**src/rtl/ncap_intr_ctrl.sv**
```systemverilog
// Interrupt controller for the NCAP rate monitor: latches and coalesces monitor events,
// rate-limits them and delivers each as an MSI with a type-specific vector.
module ncap_intr_ctrl #(
    parameter int VEC_HIGH = 0,
    parameter int VEC_LOW  = 1
) (
    input  logic        clk,
    input  logic        rst,
    input  logic        enable,
    input  logic [31:0] holdoff_cycles,
    input  logic [31:0] ack_timeout,
    input  logic        interrupt,
    input  logic        interrupt_type,
    output logic        msi_req,
    output logic [4:0]  msi_vector,
    input  logic        msi_grant,
    input  logic        host_ack,
    output logic        status_valid,
    output logic        status_type,
    output logic [31:0] high_count,
    output logic [31:0] low_count,
    output logic [31:0] superseded_count,
    output logic [31:0] timeout_count
);

    typedef enum logic [3:0] {
        S_IDLE    = 4'b0001,
        S_REQ     = 4'b0010,
        S_WAIT    = 4'b0100,
        S_HOLDOFF = 4'b1000
    } state_t;

    localparam int NUM_STATS = 4;

    state_t      state_reg, state_next;
    logic [31:0] phase_cnt_reg;
    logic        pend_valid_reg, pend_type_reg;
    logic        cur_type_reg;
    logic [4:0]  msi_vector_reg;
    logic        status_valid_reg, status_type_reg;

    logic        consume;
    logic        ack_taken;
    logic        timeout_hit;
    logic        hold_done;
    logic [31:0] hold_limit;

    // Statistic slots: 0 = high, 1 = low, 2 = superseded, 3 = timeout
    logic [31:0] stat_reg [NUM_STATS];
    logic        stat_inc [NUM_STATS];

    assign consume     = (state_reg == S_IDLE) && pend_valid_reg && enable;
    assign ack_taken   = (state_reg == S_WAIT) && host_ack;
    assign timeout_hit = (state_reg == S_WAIT) && !host_ack && (ack_timeout != 32'd0)
                         && (phase_cnt_reg >= ack_timeout - 32'd1);
    assign hold_limit  = (holdoff_cycles == 32'd0) ? 32'd1 : holdoff_cycles;
    assign hold_done   = phase_cnt_reg >= hold_limit - 32'd1;

    always_ff @(posedge clk) begin
        if (rst) begin
            state_reg <= S_IDLE;
        end else begin
            state_reg <= state_next;
        end
    end

    always_comb begin
        state_next = state_reg;
        unique case (state_reg)
            S_IDLE:    if (consume) state_next = S_REQ;
            S_REQ:     if (msi_grant) state_next = S_WAIT;
            S_WAIT:    if (ack_taken || timeout_hit) state_next = S_HOLDOFF;
            S_HOLDOFF: if (hold_done) state_next = S_IDLE;
            default:   state_next = S_IDLE;
        endcase
    end

    always_comb begin
        msi_req      = (state_reg == S_REQ);
        msi_vector   = msi_vector_reg;
        status_valid = status_valid_reg;
        status_type  = status_type_reg;
    end

    // Shared phase counter: restarts on every state change, saturates so "wait forever" never wraps.
    always_ff @(posedge clk) begin
        if (rst) begin
            phase_cnt_reg <= 32'd0;
        end else if (state_next != state_reg) begin
            phase_cnt_reg <= 32'd0;
        end else if (phase_cnt_reg != 32'hFFFF_FFFF) begin
            phase_cnt_reg <= phase_cnt_reg + 32'd1;
        end
    end

    always_ff @(posedge clk) begin
        if (rst) begin
            pend_valid_reg   <= 1'b0;
            pend_type_reg    <= 1'b0;
            cur_type_reg     <= 1'b0;
            msi_vector_reg   <= 5'd0;
            status_valid_reg <= 1'b0;
            status_type_reg  <= 1'b0;
        end else begin
            if (interrupt) begin
                pend_valid_reg <= 1'b1;
                pend_type_reg  <= interrupt_type;
            end else if (consume) begin
                pend_valid_reg <= 1'b0;
            end

            if (consume) begin
                cur_type_reg   <= pend_type_reg;
                msi_vector_reg <= pend_type_reg ? 5'(VEC_HIGH) : 5'(VEC_LOW);
            end

            if (state_reg == S_REQ && msi_grant) begin
                status_valid_reg <= 1'b1;
                status_type_reg  <= cur_type_reg;
            end else if (ack_taken || timeout_hit) begin
                status_valid_reg <= 1'b0;
            end
        end
    end

    assign stat_inc[0] = interrupt && interrupt_type;
    assign stat_inc[1] = interrupt && !interrupt_type;
    assign stat_inc[2] = interrupt && pend_valid_reg && !consume;
    assign stat_inc[3] = timeout_hit;

    generate
        for (genvar gi = 0; gi < NUM_STATS; gi++) begin : g_stat
            always_ff @(posedge clk) begin
                if (rst) begin
                    stat_reg[gi] <= 32'd0;
                end else if (stat_inc[gi] && stat_reg[gi] != 32'hFFFF_FFFF) begin
                    stat_reg[gi] <= stat_reg[gi] + 32'd1;
                end
            end
        end
    endgenerate

    assign high_count       = stat_reg[0];
    assign low_count        = stat_reg[1];
    assign superseded_count = stat_reg[2];
    assign timeout_count    = stat_reg[3];

endmodule

```
**config.mk**
```make
export PLATFORM = sky130hd
export DESIGN_NAME = ncap_intr_ctrl
export DESIGN_NICKNAME = d
export VERILOG_FILES = /design/src/rtl/ncap_intr_ctrl.sv
export SDC_FILE = /design/constraint.sdc
export NUM_CORES = 1
export LEC_CHECK = 0
export BUFFER_PORTS_ARGS = -buffer_cell sky130_fd_sc_hd__buf_2
export CORE_UTILIZATION = 25
export CTS_BUF_LIST = sky130_fd_sc_hd__clkbuf_4 sky130_fd_sc_hd__clkbuf_8
export DETAILED_ROUTE_END_ITERATION = 7
export MAX_ROUTING_LAYER = met4
export PLACE_DENSITY_LB_ADDON = 0.3
export SLEW_MARGIN = 0
export SYNTH_ARGS = -nofsm -noshare
export SYNTH_HDL_FRONTEND = slang
export SYNTH_SLANG_ARGS = --single-unit
export TNS_END_PERCENT = 50
```
**constraint.sdc**
```tcl
create_clock -name clk -period 6.03 [get_ports clk]
set_clock_uncertainty 0.05 [all_clocks]
set_input_delay 1.206 -clock clk [delete_from_list [all_inputs] [get_ports clk]]
set_output_delay 1.206 -clock clk [all_outputs]
set_load 0.02 [all_outputs]
```
==> metrics.md, run 1 <==
| Metric | Value |
|---|---|
| FF+latch count, synth | 170 |
| Max_slew headroom | 26.6% |
| Commonest cells post-synth | 205 x nor2_1, 128 x edfxtp_1, 110 x xor2_1 |
| Number of fill cells in the layout | 4777 |
| Setup Viol. Count Final | 0 |
| YS warnings | 0 |
| Final net count | between 1500 and 2000 |
| Largest net degree at the start of global routing | 34 |
| RSZ-0062 raised after global routing | false |
| Post-synthesis sequential area ratio | 40.0% |
| Drt total wl | 32.0 mm |
| DP Worst Slack | -141 ps |
| Share of cells above drive strength 1 | a little over a fifth |
| Finished Layout Cells | 2041 |
| Critical Path Start Type | input pin |
| Register Area | ~4700 um2 |
| Leakage | 5.06 nW |
| Largest register FFs | 128 |
| R2R cell count | 7 |
| Die Span Y | 218 um |
| Worst Max-Slew Pin Slew | 1100 ps |
| Hold Crit Class | register to register |
| Cell taking the most area after synthesis | edfxtp_1 |
| Netlist Area Pre-Place | 11700 um2 |
| Rows | slightly below 80 |
| Drt pass-1 iters | 4 |
| Num CTS Buffers | 17 |
| First DRT Iteration DRCs | just over 500 |
| Status | finished, final reports clean |
| Vias per std cell | roughly 4.7 |
| Overflow after GRT | 0 |
| Die area | between 40000 and 50000 um2 |
| Final ANT Viol Nets | 0 |
| Pins over their slew limit | 0 |
| MaxCap Viol Count | 0 |
| Port Buffer Count | 202 |
| Post-CTS sizing | 0 |
| Combinational family with the most area after synthesis | simple AND/OR/NAND/NOR gates |
| Worst EP required | 6390 ps |
| Final WS setup | about 350 ps |
| Htree depth | 4 |
| CTS tree | yes |
| CP max FO | 33 |
| Num ports | 207 |
| Worst Setup EP | phase_cnt_reg[22] |
| Post-CTS Hold Fix Bufs | 0 |
| PwrDens | 188 nW/um2 |
| Multi-input gate area | 6720 um2 |
| Die W | 218 um |
| Worst-skew pair later-pin latency | 510 ps |
| Simple-gate share of the synthesized area | 25.7% |
| Setup CP Type | input pin to register |
| Via total after detailed routing | 9639 |
| Yosys cell types | 69 |
| Crit share post-route | a little over nine tenths |
| Compound-Gate Fraction of Synth Area | 8.00% |
| Synth top area share | approximately 33% |
| Count leader, synth | nor2_1 |
| CP startpoint | holdoff_cycles[5] |
| # DRC | 0 |
| Max VDD drop | ~0.25 mV |
| Hold WS | about 420 ps |
| Power, Total | 2.61 mW |
| Post-Synthesis Cells | 1210 |
| Peak Freq | 176 MHz |
| P&R area growth vs syn | 18.8% |
| Final hold vios | 0 |
| EDFF count, synth | 128 |
| Fin crit period | 5680 ps |
| Vias in the first global route | 9255 |
| Gr usage total | 13.9% |
| First-pass GRT wire length | between 50 and 60 mm |
| Post-Syn Area per Cell | 9.68 um2 |
| Wirelength per Cell | 15.7 um |
| Core area | 45800 um2 |
| Initial Util | 25.6% |
| Adder-Cell Fraction of Synth Area | 7.69% |
| RR Endpoint | stat_reg[2][7] |
| Routability cong. | 0.876 |
| Utilization after layout | 30.4% |
| Initial antenna violation count | 4 |
| Placed insts | roughly 2000 |
| Synth Area in XOR/XNOR | 15.6% |
| CP Data Arrival Time | 6040 ps |
| Clock transition at the registers of the reported paths | approximately 90 ps |
| Number of buffers on the longest clock path | 2 |
| Dpl hpwl | 23.9 mm |
| Worst r2r src | stat_reg[2][0] |
| Post-synth ARST share | 0% |
| Post-CTS Setup Inserts | 0 |
| Clock Tree Root | clkbuf_8 |
| Most common flop cell mapped by yosys | edfxtp_1 |
| Clock sinks | 170 |
| Flop2flop setup slack | 2790 ps |
| Synth top area cells | edfxtp_1 33%, xor2_1 8.2%, ha_1 7.7% |
| Setup crit end kind | register |
| Mux cell area share after synthesis | 0.256% |
==> cells by family (layout without fill, tap and decap cells) <==
| group | count (synthesis) | in the layout |
|---|---|---|
| flops | 170 | 170 |
| fa+ha+maj | 72 | 72 |
| simple gates | 582 | 582 |
| mux | 3 | 3 |
| other cells | 1 | 8 |
| compound gates | 114 | 114 |
| buf+inv | 60 | 284 |
| xor+xnor | 208 | 208 |
==> worst max-delay path, stage by stage <==
cell	delay, ps
buf_2	130
or4_1	540
nor4_1	450
nand4b_1	180
nor2_1	250
nor2_1	100
ha_1	220
or4b_1	230
nor4_2	80
nand3b_1	200
nor2_1	80
xnor2_1	130
ha_1	290
a21o_1	180
a221o_1	340
a221o_1	320
a211o_1	250
or3_1	360
buf_12	210
a211oi_1	260
==> stage by stage <==
| stage | setup TNS, ps | cell area [um2] |
|---|---|---|
| floorplan | 0 | 11700 |
| global placement | 0 | 13500 |
| detailed placement | -2460 | 13500 |
| CTS | 0 | 13900 |
| global route | 0 | 13900 |
| finish | 0 | 13900 |
==> cell usage in the layout, fill, tap and decap left out, drive strengths merged, types with 42 or more instances in the layout <==
cell | Yosys | routed
dfxtp | 42 | 42
ha | 72 | 72
nand2 | 87 | 87
buf | 26 | 224
edfxtp | 128 | 128
xnor2 | 98 | 98
nor2 | 205 | 205
nand4 | 47 | 47
xor2 | 110 | 110
nand3 | 75 | 75
==> where the power goes <==
part	switching, mW	internal [mW]	total, mW	leakage, nW
clock network	0.485	0.415	0.900	0.195
logic	0.215	0.125	0.340	3.17
registers	0.0627	1.31	1.37	1.69
==> final cells by class <==
class                      count  share of cell area, %
clock buffer                  18                   1.74
sequential                   170                   33.7
inverter                      28                  0.755
timing repair buffer         224                   8.81
antenna                        4                 0.0719
multi-input combinational    983                   48.3
clock inverter                14                   1.24
tap                          600                   5.40
==> worst min-delay path by stage <==
stage / slack [ps] / to / startpoint / cells past startpoint
detailed placement: 400 / status_type / status_type / 2
global route: 450 / status_valid / status_valid / 2
CTS: 420 / status_type / status_type / 2
global placement: 400 / status_type / status_type / 2
floorplan: 390 / status_type / cur_type_reg / 2
finish: 420 / status_type / status_type / 2
==> layer usage <==
| metal | GRT usage (%) | share of wire [%] |
|---|---|---|
| met2 | 20.9 | 46 |
| met1 | 18.3 | 48 |
| met4 | 3.82 | 1.5 |
| met3 | 3.66 | 4.9 |
| met5 | - | 0 |
(Power assumes the default switching activity.)
==> inputs of run 2 (changes only) <==
==> constraint.sdc (replaced) <==
create_clock -name clk -period 6.3 [get_ports clk]
set_clock_uncertainty 0.05 [all_clocks]
set_input_delay 1.26 -clock clk [delete_from_list [all_inputs] [get_ports clk]]
set_output_delay 1.26 -clock clk [all_outputs]
set_load 0.02 [all_outputs]
==> run 2 against run 1 <==
Non-clock buffer count decreased by 1. Via count down 0.37%. Combinational power fell by 5%. Critical path depth is the same. Critical endpoint unchanged.
==> metrics.md, run 2 (synthesis results as in run 1) <==
| Metric | Value |
|---|---|
| Status | finished, final reports clean |
| Initial Util | 25.6% |
| Worst-skew pair later-pin latency | 510 ps |
| Flop2flop setup slack | 3020 ps |
| Peak Freq | 173 MHz |
| Vias in the first global route | 9146 |
| Largest net degree at the start of global routing | 34 |
| Num ports | a little over 200 |
| Most common cell after layout, fill and taps aside | nor2_1 |
| First DRT Iteration DRCs | 501 |
| # DRC | 0 |
| Post-CTS Hold Fix Bufs | 0 |
| RSZ-0062 raised after global routing | false |
| Port Buffer Count | 202 |
| Final ANT Viol Nets | 0 |
| Hold WS | 426 ps |
| Final WS setup | 536 ps |
| P&R area growth vs syn | 19.2% |
| CP max FO | 33 |
| Setup crit end kind | register |
| Critical Path Start Type | input pin |
| Drt pass-1 iters | 5 |
| Post-CTS sizing | 0 |
| Placed insts | 2004 |
| Number of buffers on the longest clock path | 2 |
| DP Worst Slack | approximately 110 ps |
| Die area | 47700 um2 |
| Routability cong. | 0.896 |
| Finished Layout Cells | 2037 |
| MaxCap Viol Count | 0 |
| Clock sinks | 170 |
| Critical-path cell list | buf_2, or4_1, nor4_1, nand4b_1, nor2_1, nor2_1, ha_1, or4b_1, nor4_2, nand3b_1, nor2_1, xnor2_1, ha_1, a21o_1, a221o_1, a221o_1, a211o_1, or3_1, buf_12, a211oi_1 |
| Max_slew headroom | 26.2% |
| Hold Crit Class | register to register |
| Overflow after GRT | 0 |
| Worst EP required | ~6700 ps |
| CP top delay family | simple AND/OR/NAND/NOR gates |
| Max VDD drop | approximately 0.14 mV |
| Htree depth | 4 |
| CP max stage delay | about 550 ps |
| Setup Viol. Count Final | 0 |
| Post-route setup TNS | 0 ps |
| Leakage | 5.09 nW |
| Final net count | 1566 |
| Setup CP Type | input pin to register |
| Most frequent cells in the layout | 205 x nor2_1, 202 x buf_2, 128 x edfxtp_1 |
| Fin crit period | 5760 ps |
| Critical path buffers and inverters | 2 |
| Wirelength per Cell | 15.5 um |
| Initial antenna violation count | 2 |
| Worst path slowest cell | or4_1 |
| Crit share post-route | 91.5% |
| Vias per std cell | 4.71 |
| Dpl hpwl | around 24 mm |
| Core area | approximately 46000 um2 |
| Rows | just under 80 |
| Die Span Y | between 200 and 250 um |
| Die W | 218 um |
| Via total after detailed routing | 9603 |
| Clock Tree Root | clkbuf_8 |
| Worst Max-Slew Pin Slew | 1100 ps |
| PwrDens | 186 nW/um2 |
| Drt total wl | 31.6 mm |
| CP Data Arrival Time | 6140 ps |
| Crit path top cell by count | nor2_1 |
| Utilization after layout | 30.5% |
| Share of cells above drive strength 1 | a little over a fifth |
| Clock transition at the registers of the reported paths | 100 ps |
| CTS tree | yes |
| Gr usage total | 13.8% |
| Final hold vios | 0 |
| Pins over their slew limit | 0 |
| Num CTS Buffers | 17 |
| Post-CTS Setup Inserts | 0 |
| Largest register FFs | about 130 |
| First-pass GRT wire length | 50.3 mm |
run 2: cell types whose count changed in the layout (fill, tap and decap cells not counted):
cell,change
buf_4,-1
bufinv_16,+2
clkbuf_4,-1
clkinv_2,-2
clkinv_4,+3
clkinvlp_4,-4
diode_2,-3
inv_6,+1
inv_8,+1
run 2: where the power goes:
part / total (mW) / switching, mW / internal (mW)
Clock: 0.955 / 0.474 / 0.481
Combinational: 0.324 / 0.205 / 0.120
Sequential: 1.31 / 0.0598 / 1.25
Total: 2.59 / 0.739 / 1.85
run 2: metrics by stage:
step	area, um2	total power, mW
floorplan	11700	1.53
global placement	13500	1.66
detailed placement	13500	1.67
CTS	14000	2.64
global route	14000	2.71
finish	14000	2.59
run 2: final timing paths:
| path | startpoint | end | cells after the start |
|---|---|---|---|
| worst max-delay path | holdoff_cycles[5] | phase_cnt_reg[22] | 20 |
| worst min-delay path | status_type | status_type | 2 |
| worst max register to register | stat_reg[2][0] | stat_reg[2][2] | 7 |
| worst min register to register | status_type | status_type | 2 |
run 2: final cells by class:
type	count	area [um2]
repair buffers	223	1220
diodes	1	2.50
clock buffers	17	234
fillers	4776	31800
well taps	600	751
inverters	28	105
flip-flops and latches	170	4680
multi-input cells	983	6720
clock inverters	15	239
run 2: worst reg2reg max path: stages (launching register included):
cell	delay, ps
edfxtp_1	470
ha_1	280
inv_1	50
or3_1	510
nor3_1	440
a31oi_1	220
nand2_1	850
nor2_1	140
run 2: routing by layer:
metal | vias up | share of wire (%) | global-route usage [%]
met4 | 0 | 1.1 | 3.33
met5 | - | 0 | -
met3 | 30 | 5.1 | 3.67
li1 | 4811 | - | -
met1 | 4573 | 49 | 18.2
met2 | 189 | 45 | 20.8
